$ cat config.mk
export PLATFORM = sky130hd
export DESIGN_NAME = inject_arbiter
export DESIGN_NICKNAME = d
export VERILOG_FILES = /design/src/rtl/noc_pkg.sv /design/src/rtl/rr_arbiter.sv /design/src/rtl/inject_arbiter.sv
export SDC_FILE = /design/constraint.sdc
export NUM_CORES = 1
export LEC_CHECK = 0
export BUFFER_PORTS_ARGS = -buffer_cell sky130_fd_sc_hd__buf_2
export CORE_MARGIN = 2
export CORE_UTILIZATION = 37
export DETAILED_ROUTE_END_ITERATION = 7
export GPL_ROUTABILITY_DRIVEN = 0
export PLACE_DENSITY_LB_ADDON = 0.25
export SYNTH_ARGS = -nofsm -noshare
export SYNTH_HDL_FRONTEND = slang
export SYNTH_SLANG_ARGS = --single-unit
$ cat constraint.sdc
create_clock -name clk -period 1.9 [get_ports clk]
set_input_delay 0.285 -clock clk [delete_from_list [all_inputs] [get_ports clk]]
set_output_delay 0.285 -clock clk [all_outputs]
set_load 0.01 [all_outputs]
$ cat src/rtl/noc_pkg.sv
// -----------------------------------------------------------------------------
// noc_pkg
// Shared types and default widths for the tile's network-injection logic.
//   inject_state_e : IDLE (nothing presented) / BUSY (packet held on i_*)
//   noc_pkt_t      : packet shape {vc, x, y, data} at the default widths; blocks
//                    built with other widths declare the same field order locally
// -----------------------------------------------------------------------------
package noc_pkg;

    localparam int N_REQ_DEF = 4;
    localparam int VC_W_DEF  = 3;
    localparam int X_W_DEF   = 2;
    localparam int Y_W_DEF   = 2;
    localparam int D_W_DEF   = 32;
    localparam int RATE_DEF  = 20;
    localparam int SIGMA_DEF = 3;
    localparam int CNT_W_DEF = 16;

    typedef enum logic {
        IDLE = 1'b0,
        BUSY = 1'b1
    } inject_state_e;

    typedef struct packed {
        logic [VC_W_DEF-1:0] vc;
        logic [X_W_DEF-1:0]  x;
        logic [Y_W_DEF-1:0]  y;
        logic [D_W_DEF-1:0]  data;
    } noc_pkt_t;

endpackage

$ cat src/rtl/rr_arbiter.sv
// -----------------------------------------------------------------------------
// rr_arbiter
// Combinational round-robin pick: grants the first set bit of elig at or above
// ptr, wrapping modulo N_REQ.
//   elig : request vector
//   ptr  : highest-priority index this cycle
//   gnt  : one-hot grant, all-zero when elig is all-zero
// -----------------------------------------------------------------------------
module rr_arbiter #(
    parameter int N_REQ = 4
) (
    input  logic [N_REQ-1:0]         elig,
    input  logic [$clog2(N_REQ)-1:0] ptr,
    output logic [N_REQ-1:0]         gnt
);

    localparam int PTR_W = $clog2(N_REQ);

    logic found;

    // Two fixed-order passes (indices >= ptr, then indices < ptr) give the
    // circular search without a variable index.
    // NOTE: every output of a combinational block gets a default first, so no
    // path leaves it unassigned and no latch is inferred.
    always_comb begin
        gnt   = '0;
        found = 1'b0;
        for (int i = 0; i < N_REQ; i++) begin
            if (!found && elig[i] && (PTR_W'(i) >= ptr)) begin
                gnt[i] = 1'b1;
                found  = 1'b1;
            end
        end
        for (int i = 0; i < N_REQ; i++) begin
            if (!found && elig[i] && (PTR_W'(i) < ptr)) begin
                gnt[i] = 1'b1;
                found  = 1'b1;
            end
        end
    end

endmodule

$ cat src/rtl/inject_arbiter.sv
// -----------------------------------------------------------------------------
// inject_arbiter
// Shares one router injection port among N_REQ local packet sources. A
// round-robin pick registers the winner's packet onto i_*, where it is held
// until i_ack. A new packet may load in the ack cycle, so streams have no
// bubble.
//   req_v / req_gnt           : per-requester valid and one-hot grant (comb.)
//   req_vc/x/y/data           : flattened packet fields, slice i = requester i
//   i_v/i_vc/i_x/i_y/i_data   : held packet toward the router
//   i_ack                     : router accepted the held packet
//   i_b                       : one-hot of i_vc while i_v, else 0
//   sent_cnt                  : acknowledged packets since reset (wraps)
// Build option: define INJECT_ARB_SHAPING_EN to add a per-requester token
// bucket (depth SIGMA, +1 token every RATE cycles) gating eligibility.
// -----------------------------------------------------------------------------
module inject_arbiter
    import noc_pkg::*;
#(
    parameter int N_REQ = N_REQ_DEF,
    parameter int VC_W  = VC_W_DEF,
    parameter int X_W   = X_W_DEF,
    parameter int Y_W   = Y_W_DEF,
    parameter int D_W   = D_W_DEF,
    parameter int RATE  = RATE_DEF,
    parameter int SIGMA = SIGMA_DEF,
    parameter int CNT_W = CNT_W_DEF
) (
    input  logic                  clk,
    input  logic                  rst_n,
    input  logic [N_REQ-1:0]      req_v,
    output logic [N_REQ-1:0]      req_gnt,
    input  logic [N_REQ*VC_W-1:0] req_vc,
    input  logic [N_REQ*X_W-1:0]  req_x,
    input  logic [N_REQ*Y_W-1:0]  req_y,
    input  logic [N_REQ*D_W-1:0]  req_data,
    output logic                  i_v,
    input  logic                  i_ack,
    output logic [VC_W-1:0]       i_vc,
    output logic [X_W-1:0]        i_x,
    output logic [Y_W-1:0]        i_y,
    output logic [D_W-1:0]        i_data,
    output logic [VC_W-1:0]       i_b,
    output logic [CNT_W-1:0]      sent_cnt
);

    localparam int PTR_W = $clog2(N_REQ);

    if (N_REQ < 2 || RATE < 1 || SIGMA < 1) begin : g_bad_param
        $error("inject_arbiter: N_REQ must be >= 2, RATE and SIGMA >= 1");
    end

    typedef struct packed {
        logic [VC_W-1:0] vc;
        logic [X_W-1:0]  x;
        logic [Y_W-1:0]  y;
        logic [D_W-1:0]  data;
    } pkt_t;

    inject_state_e    state_q, state_d;
    logic [PTR_W-1:0] ptr_q, ptr_d;
    pkt_t             pkt_q, pkt_d;
    logic [CNT_W-1:0] cnt_q, cnt_d;

    logic             can_load;
    logic [N_REQ-1:0] elig;
    logic [N_REQ-1:0] arb_gnt;

    // i_ack only matters while a packet is held.
    assign can_load = (state_q == IDLE) || i_ack;

`ifdef INJECT_ARB_SHAPING_EN
    localparam int TOK_W  = $clog2(SIGMA + 1);
    localparam int RATE_W = (RATE > 1) ? $clog2(RATE) : 1;

    logic [TOK_W-1:0]  tok_q [N_REQ];
    logic [TOK_W-1:0]  tok_d [N_REQ];
    logic [RATE_W-1:0] rate_q, rate_d;
    logic              refill;

    assign refill = (rate_q == RATE_W'(RATE - 1));
    assign rate_d = refill ? '0 : rate_q + 1'b1;

    always_comb begin
        for (int i = 0; i < N_REQ; i++) begin
            elig[i] = req_v[i] && (tok_q[i] != '0);
        end
    end

    // A refill landing in a grant cycle cancels the spend, so a full bucket
    // stays full rather than dipping to SIGMA-1.
    always_comb begin
        for (int i = 0; i < N_REQ; i++) begin
            tok_d[i] = tok_q[i];
            if (req_gnt[i] && !refill) begin
                tok_d[i] = tok_q[i] - 1'b1;
            end else if (refill && !req_gnt[i] && (tok_q[i] != TOK_W'(SIGMA))) begin
                tok_d[i] = tok_q[i] + 1'b1;
            end
        end
    end

    always_ff @(posedge clk or negedge rst_n) begin
        if (!rst_n) begin
            rate_q <= '0;
            for (int i = 0; i < N_REQ; i++) begin
                tok_q[i] <= TOK_W'(SIGMA);
            end
        end else begin
            rate_q <= rate_d;
            for (int i = 0; i < N_REQ; i++) begin
                tok_q[i] <= tok_d[i];
            end
        end
    end
`else
    assign elig = req_v;
`endif

    rr_arbiter #(
        .N_REQ (N_REQ)
    ) u_rr_arbiter (
        .elig (elig),
        .ptr  (ptr_q),
        .gnt  (arb_gnt)
    );

    assign req_gnt = can_load ? arb_gnt : '0;

    always_comb begin
        state_d = state_q;
        ptr_d   = ptr_q;
        pkt_d   = pkt_q;
        cnt_d   = cnt_q;

        if ((state_q == BUSY) && i_ack) begin
            cnt_d = cnt_q + 1'b1;
        end

        if (can_load) begin
            state_d = IDLE;
            for (int i = 0; i < N_REQ; i++) begin
                if (req_gnt[i]) begin
                    state_d    = BUSY;
                    pkt_d.vc   = req_vc[i*VC_W +: VC_W];
                    pkt_d.x    = req_x[i*X_W +: X_W];
                    pkt_d.y    = req_y[i*Y_W +: Y_W];
                    pkt_d.data = req_data[i*D_W +: D_W];
                    ptr_d      = (i == N_REQ - 1) ? '0 : PTR_W'(i + 1);
                end
            end
        end
    end

    // NOTE: state registers use non-blocking assignment so every flop samples
    // the pre-edge value of every other flop.
    always_ff @(posedge clk or negedge rst_n) begin
        if (!rst_n) begin
            state_q <= IDLE;
            ptr_q   <= '0;
            pkt_q   <= '0;
            cnt_q   <= '0;
        end else begin
            state_q <= state_d;
            ptr_q   <= ptr_d;
            pkt_q   <= pkt_d;
            cnt_q   <= cnt_d;
        end
    end

    assign i_v      = (state_q == BUSY);
    assign i_vc     = pkt_q.vc;
    assign i_x      = pkt_q.x;
    assign i_y      = pkt_q.y;
    assign i_data   = pkt_q.data;
    assign sent_cnt = cnt_q;

    always_comb begin
        for (int k = 0; k < VC_W; k++) begin
            i_b[k] = i_v && (pkt_q.vc == VC_W'(k));
        end
    end

endmodule

======== Word level (Yosys, flattened, before mapping) ========
Index checks and enable logic that the tools add are counted.
operators by class
  add/sub/neg operators ................... 1
  $lt $le $gt $ge ......................... 8
  eq/ne operators ......................... 2
  mux-type cells .......................... 27
  bitwise operators ....................... 1
  reduce and logical (&&, ||, !) cells .... 30
operators by type and width
  operator               count
  $mux 39                4
  $logic_and 1x1->1      19
  $mux 1                 18
  $add 16x1->16 const B  1
  $mux 2                 4
  $logic_not 1->1        7
  $ge 1x2->1 const A     2
  $ge 2x2->1 const A     2
  $lt 1x2->1 const A     2
  $lt 2x2->1 const A     2
  $mux 4                 1
  $reduce_bool 4->1      1
  $eq 3x1->1 const B     1
  $eq 3x2->1 const B     1
  $logic_not 3->1        1
  $reduce_and 2->1       1
  $logic_or 1x1->1       1
  $not 1->1              1
storage, ports and cells
  register bits ........................... 58
  output and inout port bits .............. 63

======== Longest topological paths before layout ========
  depth in word-level cells ............... 36
  mapped depth ............................ 7
  mapped depth without buffers ............ 5

======== Hierarchy ========
A second synthesis with hierarchy kept.
unflattened totals
  cells, all modules ...................... 525
  area total of the unflattened synthesis .. 4105.2 um^2
modules (own cells, without submodules)
  module          instances  cells an instance  area each (um^2)  seq. area each (um^2)
  inject_arbiter  1          508                4001.3            1451.4
  rr_arbiter      1          17                 103.8             0.0

======== Least setup slack after synthesis ========
No wires, ideal clock.
  path type ............................... register to output
  from .................................... register state_q (netlist: i_v)
  to ...................................... output port req_gnt[2]
  arrival ................................. 1337 ps
  required time ........................... 1615 ps
  path slack .............................. 278 ps
  cell stages (with the launch flop) ...... 6
  cells stage by stage .................... dfrtp_1 > nor2b_1 > buf_2 > a211o_1 > buf_2 > nor2_2
between the ends
  cells in the longest elaborated chain, start to end .. 3
RTL lines
  item                      line                   RTL
  start: declaration        inject_arbiter.sv:59   inject_state_e state_q, state_d;
  start signal: assignment  inject_arbiter.sv:163  state_q <= state_d;
  $not 1->1                 inject_arbiter.sv:69   assign can_load = (state_q == IDLE) || i_ack;
  $logic_or 1x1->1          inject_arbiter.sv:69
  $mux 4                    inject_arbiter.sv:127  assign req_gnt = can_load ? arb_gnt : '0;
  end: declaration          inject_arbiter.sv:31   output logic [N_REQ-1:0] req_gnt,
No other way between the ends.

======== Final worst setup path ========
Ends and elaborated chain as after synthesis.

==> flow_metrics.env <==
export IMPL_synth_area_per_cell_sq_um=9.13
export IMPL_ant_nets=0
export IMPL_worst_slew_pin_slew_ns=0.446
export IMPL_std_cell_rows=37
export IMPL_dr_total_vias=4659
export IMPL_hold_start="req_y[0]"
export IMPL_yosysSeqAreaShare=0.376
export IMPL_async_flop_share=1.00
export IMPL_fin_crit_ns=1.86
export IMPL_syn_to_final_growth_pct=44.2
export IMPL_r2r_setup_slack_ns=0.11
export IMPL_clock_sink_count=58
export IMPL_yosys_warnings=0
export IMPL_power_density_nw_per_um2=875
export IMPL_insertion_delay_ns=0.34
export IMPL_cap_violations=0
export IMPL_fin_ws_ns=0.0443
export IMPL_rsz0062_at_grt="yes"
export IMPL_holdPathEnd="i_y[0]"
export IMPL_cts_buffer_depth=2
export IMPL_drt_total_wl_microns=14900
export IMPL_start_util=0.377
export IMPL_drv_slew=0
export IMPL_drc=0
export IMPL_p_total_uw=4870
export IMPL_io_pins=226
export IMPL_reg2reg_from="i_v"
export IMPL_core_sq_um=10200
export IMPL_peakVddDrop_uv=396
export IMPL_period_share=0.977
export IMPL_h_tree_depth=3
export IMPL_cp_start_kind="flip-flop"
export IMPL_synthCells=423
export IMPL_overflow=0
export IMPL_hp_class="in -> reg"
export IMPL_dp_cells=758
export IMPL_synthDistinctLibCells=40
export IMPL_postPlaceCellArea_sq_um=5200
export IMPL_final_area_sq_um=5570
export IMPL_synth_ff_type="dfrtp_1"
export IMPL_dieArea_sq_um=11300
export IMPL_post_place_ws_ns=0.0536
export IMPL_port_buffers=225
export IMPL_syn_nets=587
export IMPL_arrival_ns=1.57
export IMPL_drive_gt1_frac=0.456
export IMPL_leakagePower_uw=0.00243
export IMPL_diodes=0
export IMPL_grt_usage=0.263
export IMPL_grt_pass1_wl_microns=23300
export IMPL_die_y_microns=106
export IMPL_grt_max_degree=59
export IMPL_worst_hold_slack_ns=0.243
export IMPL_crit_required_ns=1.62
export IMPL_max_slew_margin=0.703
export IMPL_criticalPathCategory="reg -> out"
export IMPL_cts_tree="done"
export IMPL_path_clk_slew_ns=0.08
export IMPL_antenna_found_initial=0
export IMPL_fin_worst_skew_ns=0.0111
export IMPL_nFillCells=1004
export IMPL_fin_cells=789
export IMPL_nets=812
export IMPL_ys_seq_elements=58
export IMPL_synth_area_sq_um=3860
export IMPL_drt_iter0_drc=193
export IMPL_cts_root_buf="clkbuf_8"
export IMPL_vias_per_cell=5.90
export IMPL_r2r_end="i_data[18]"
export IMPL_cts_buffers=9
export IMPL_die_width_microns=106
export IMPL_run_status="completed"
export IMPL_worstPathMaxFanout=4
export IMPL_synth_edf_count=0
export IMPL_post_dp_hpwl_microns=10700
export IMPL_clock_fmax_mhz=539
export IMPL_r2r_cells=7
export IMPL_hold_viol=0
export IMPL_hold_path_depth=3
export IMPL_end_kind="output port"
export IMPL_dr_pass1_iters=5
export IMPL_avgRoutedWirePerCell_microns=18.9
export IMPL_setup_viol=0
export IMPL_grt_pass1_vias=4780
[synthesized netlist by cell type, drive strengths merged, types with 2 or more instances]
master   n  area (sq um)
nand2b   5          38.8
nand3    4          20.0
a31oi   39           244
and4     2          17.5
a21oi    3          18.8
o32ai   39           342
nand4    5          31.3
a211oi  39           293
nor2     8          35.0
o21a     2          15.0
and3     2          12.5
dfrtp   58          1450
inv      4          15.0
clkbuf  22          82.6
o211ai  41           308
a22oi   39           293
buf     34           193
xor2     4          35.0
nand2   46           173
o21ai    2          10.0
a211o    2          17.5
xnor2   11          96.3
nor4bb   2          20.0
[layer usage]
metal | GRT usage | share of wire | up-vias
li1 | - | - | 2156
met2 | 0.441 | 0.50 | 234
met1 | 0.329 | 0.40 | 2236
met4 | 0.104 | 0.027 | 0
met5 | 0 | 0 | -
met3 | 0.0552 | 0.072 | 33
[where the power goes]
| group | internal (uW) | switching (uW) | leakage, uW |
|---|---|---|---|
| Sequential | 1500 | 230 | 0.000684 |
| Clock | 771 | 536 | 0.000109 |
| Combinational | 804 | 1030 | 0.00163 |
[logic make-up after synthesis]
logic type / share of synthesized area
AO/OA/AOI/OAI: 0.406
XOR/XNOR: 0.0340
adder cells (fa/ha/maj): 0.00324
buffers and inverters: 0.0752
flip-flops: 0.376
multiplexers: 0.00292
AND/OR/NAND/NOR: 0.102
[cell usage in the layout (no fill, tap or decap), types with 3 or more instances in the layout]
| master | instances |
|---|---|
| nand4_1 | 5 |
| inv_1 | 3 |
| a31oi_1 | 39 |
| buf_12 | 4 |
| buf_4 | 38 |
| a211oi_1 | 39 |
| xor2_1 | 4 |
| o211ai_1 | 41 |
| o32ai_1 | 39 |
| nand2b_1 | 3 |
| dfrtp_1 | 56 |
| nor2_1 | 5 |
| xnor2_1 | 11 |
| nand3_1 | 4 |
| clkbuf_8 | 10 |
| buf_6 | 3 |
| a22oi_1 | 39 |
| buf_2 | 224 |
| nand2_1 | 46 |
[state kept, by name, indices dropped and copies added, names as in the netlist]
name      count
i_data       32
sent_cnt     16
i_vc          3
i_x           2
i_y           2
ptr_q         2
i_v           1
[cell type report]
type                       instances  area [sq um]  area share
multi-input combinational        305          2180       0.391
clock buffer                      11           141      0.0254
sequential                        58          1450       0.261
inverter                           4          17.5     0.00315
timing repair buffer             270          1530       0.275
clock inverter                     5          77.6      0.0139
tap                              136           170      0.0306
[repair_timing]
action                                  in CTS  in global routing
pin swaps                                    2                  4
buffers inserted                             7                  7
resized for setup                            4                  5
hold endpoints to repair                    58                  0
endpoints found under the setup margin       4                  3
hold buffers                                 1                  0
[through the flow]
step	utilization	TNS [ns]
2_1_floorplan	-	0
3_3_place_gp	0.508	0
3_5_place_dp	0.508	0
4_1_cts	0.537	0
5_1_grt	0.544	-0.00607
6_report	0.544	0
[critical path, stage by stage (launching register included)]
cell and delay (ns):
dfrtp_1 0.39, buf_6 0.12, nor2b_4 0.13, a211o_1 0.31
nor2_2 0.13, buf_2 0.15
[worst max-delay path by stage]
| stage | startpoint | endpoint | slack [ns] | cells after the start |
|---|---|---|---|---|
| global route | i_v | req_gnt[2] | -0.005 | 5 |
| finish | i_v | req_gnt[2] | 0.04 | 5 |
| CTS | ptr_q[1] | req_gnt[3] | 0.01 | 5 |
| global placement | req_v[2] | i_data[13] | 0.1 | 7 |
| floorplan | i_v | req_gnt[2] | 0.28 | 5 |
| detailed placement | req_v[1] | i_data[30] | 0.05 | 6 |
Power figures use the tool's default switching activity.
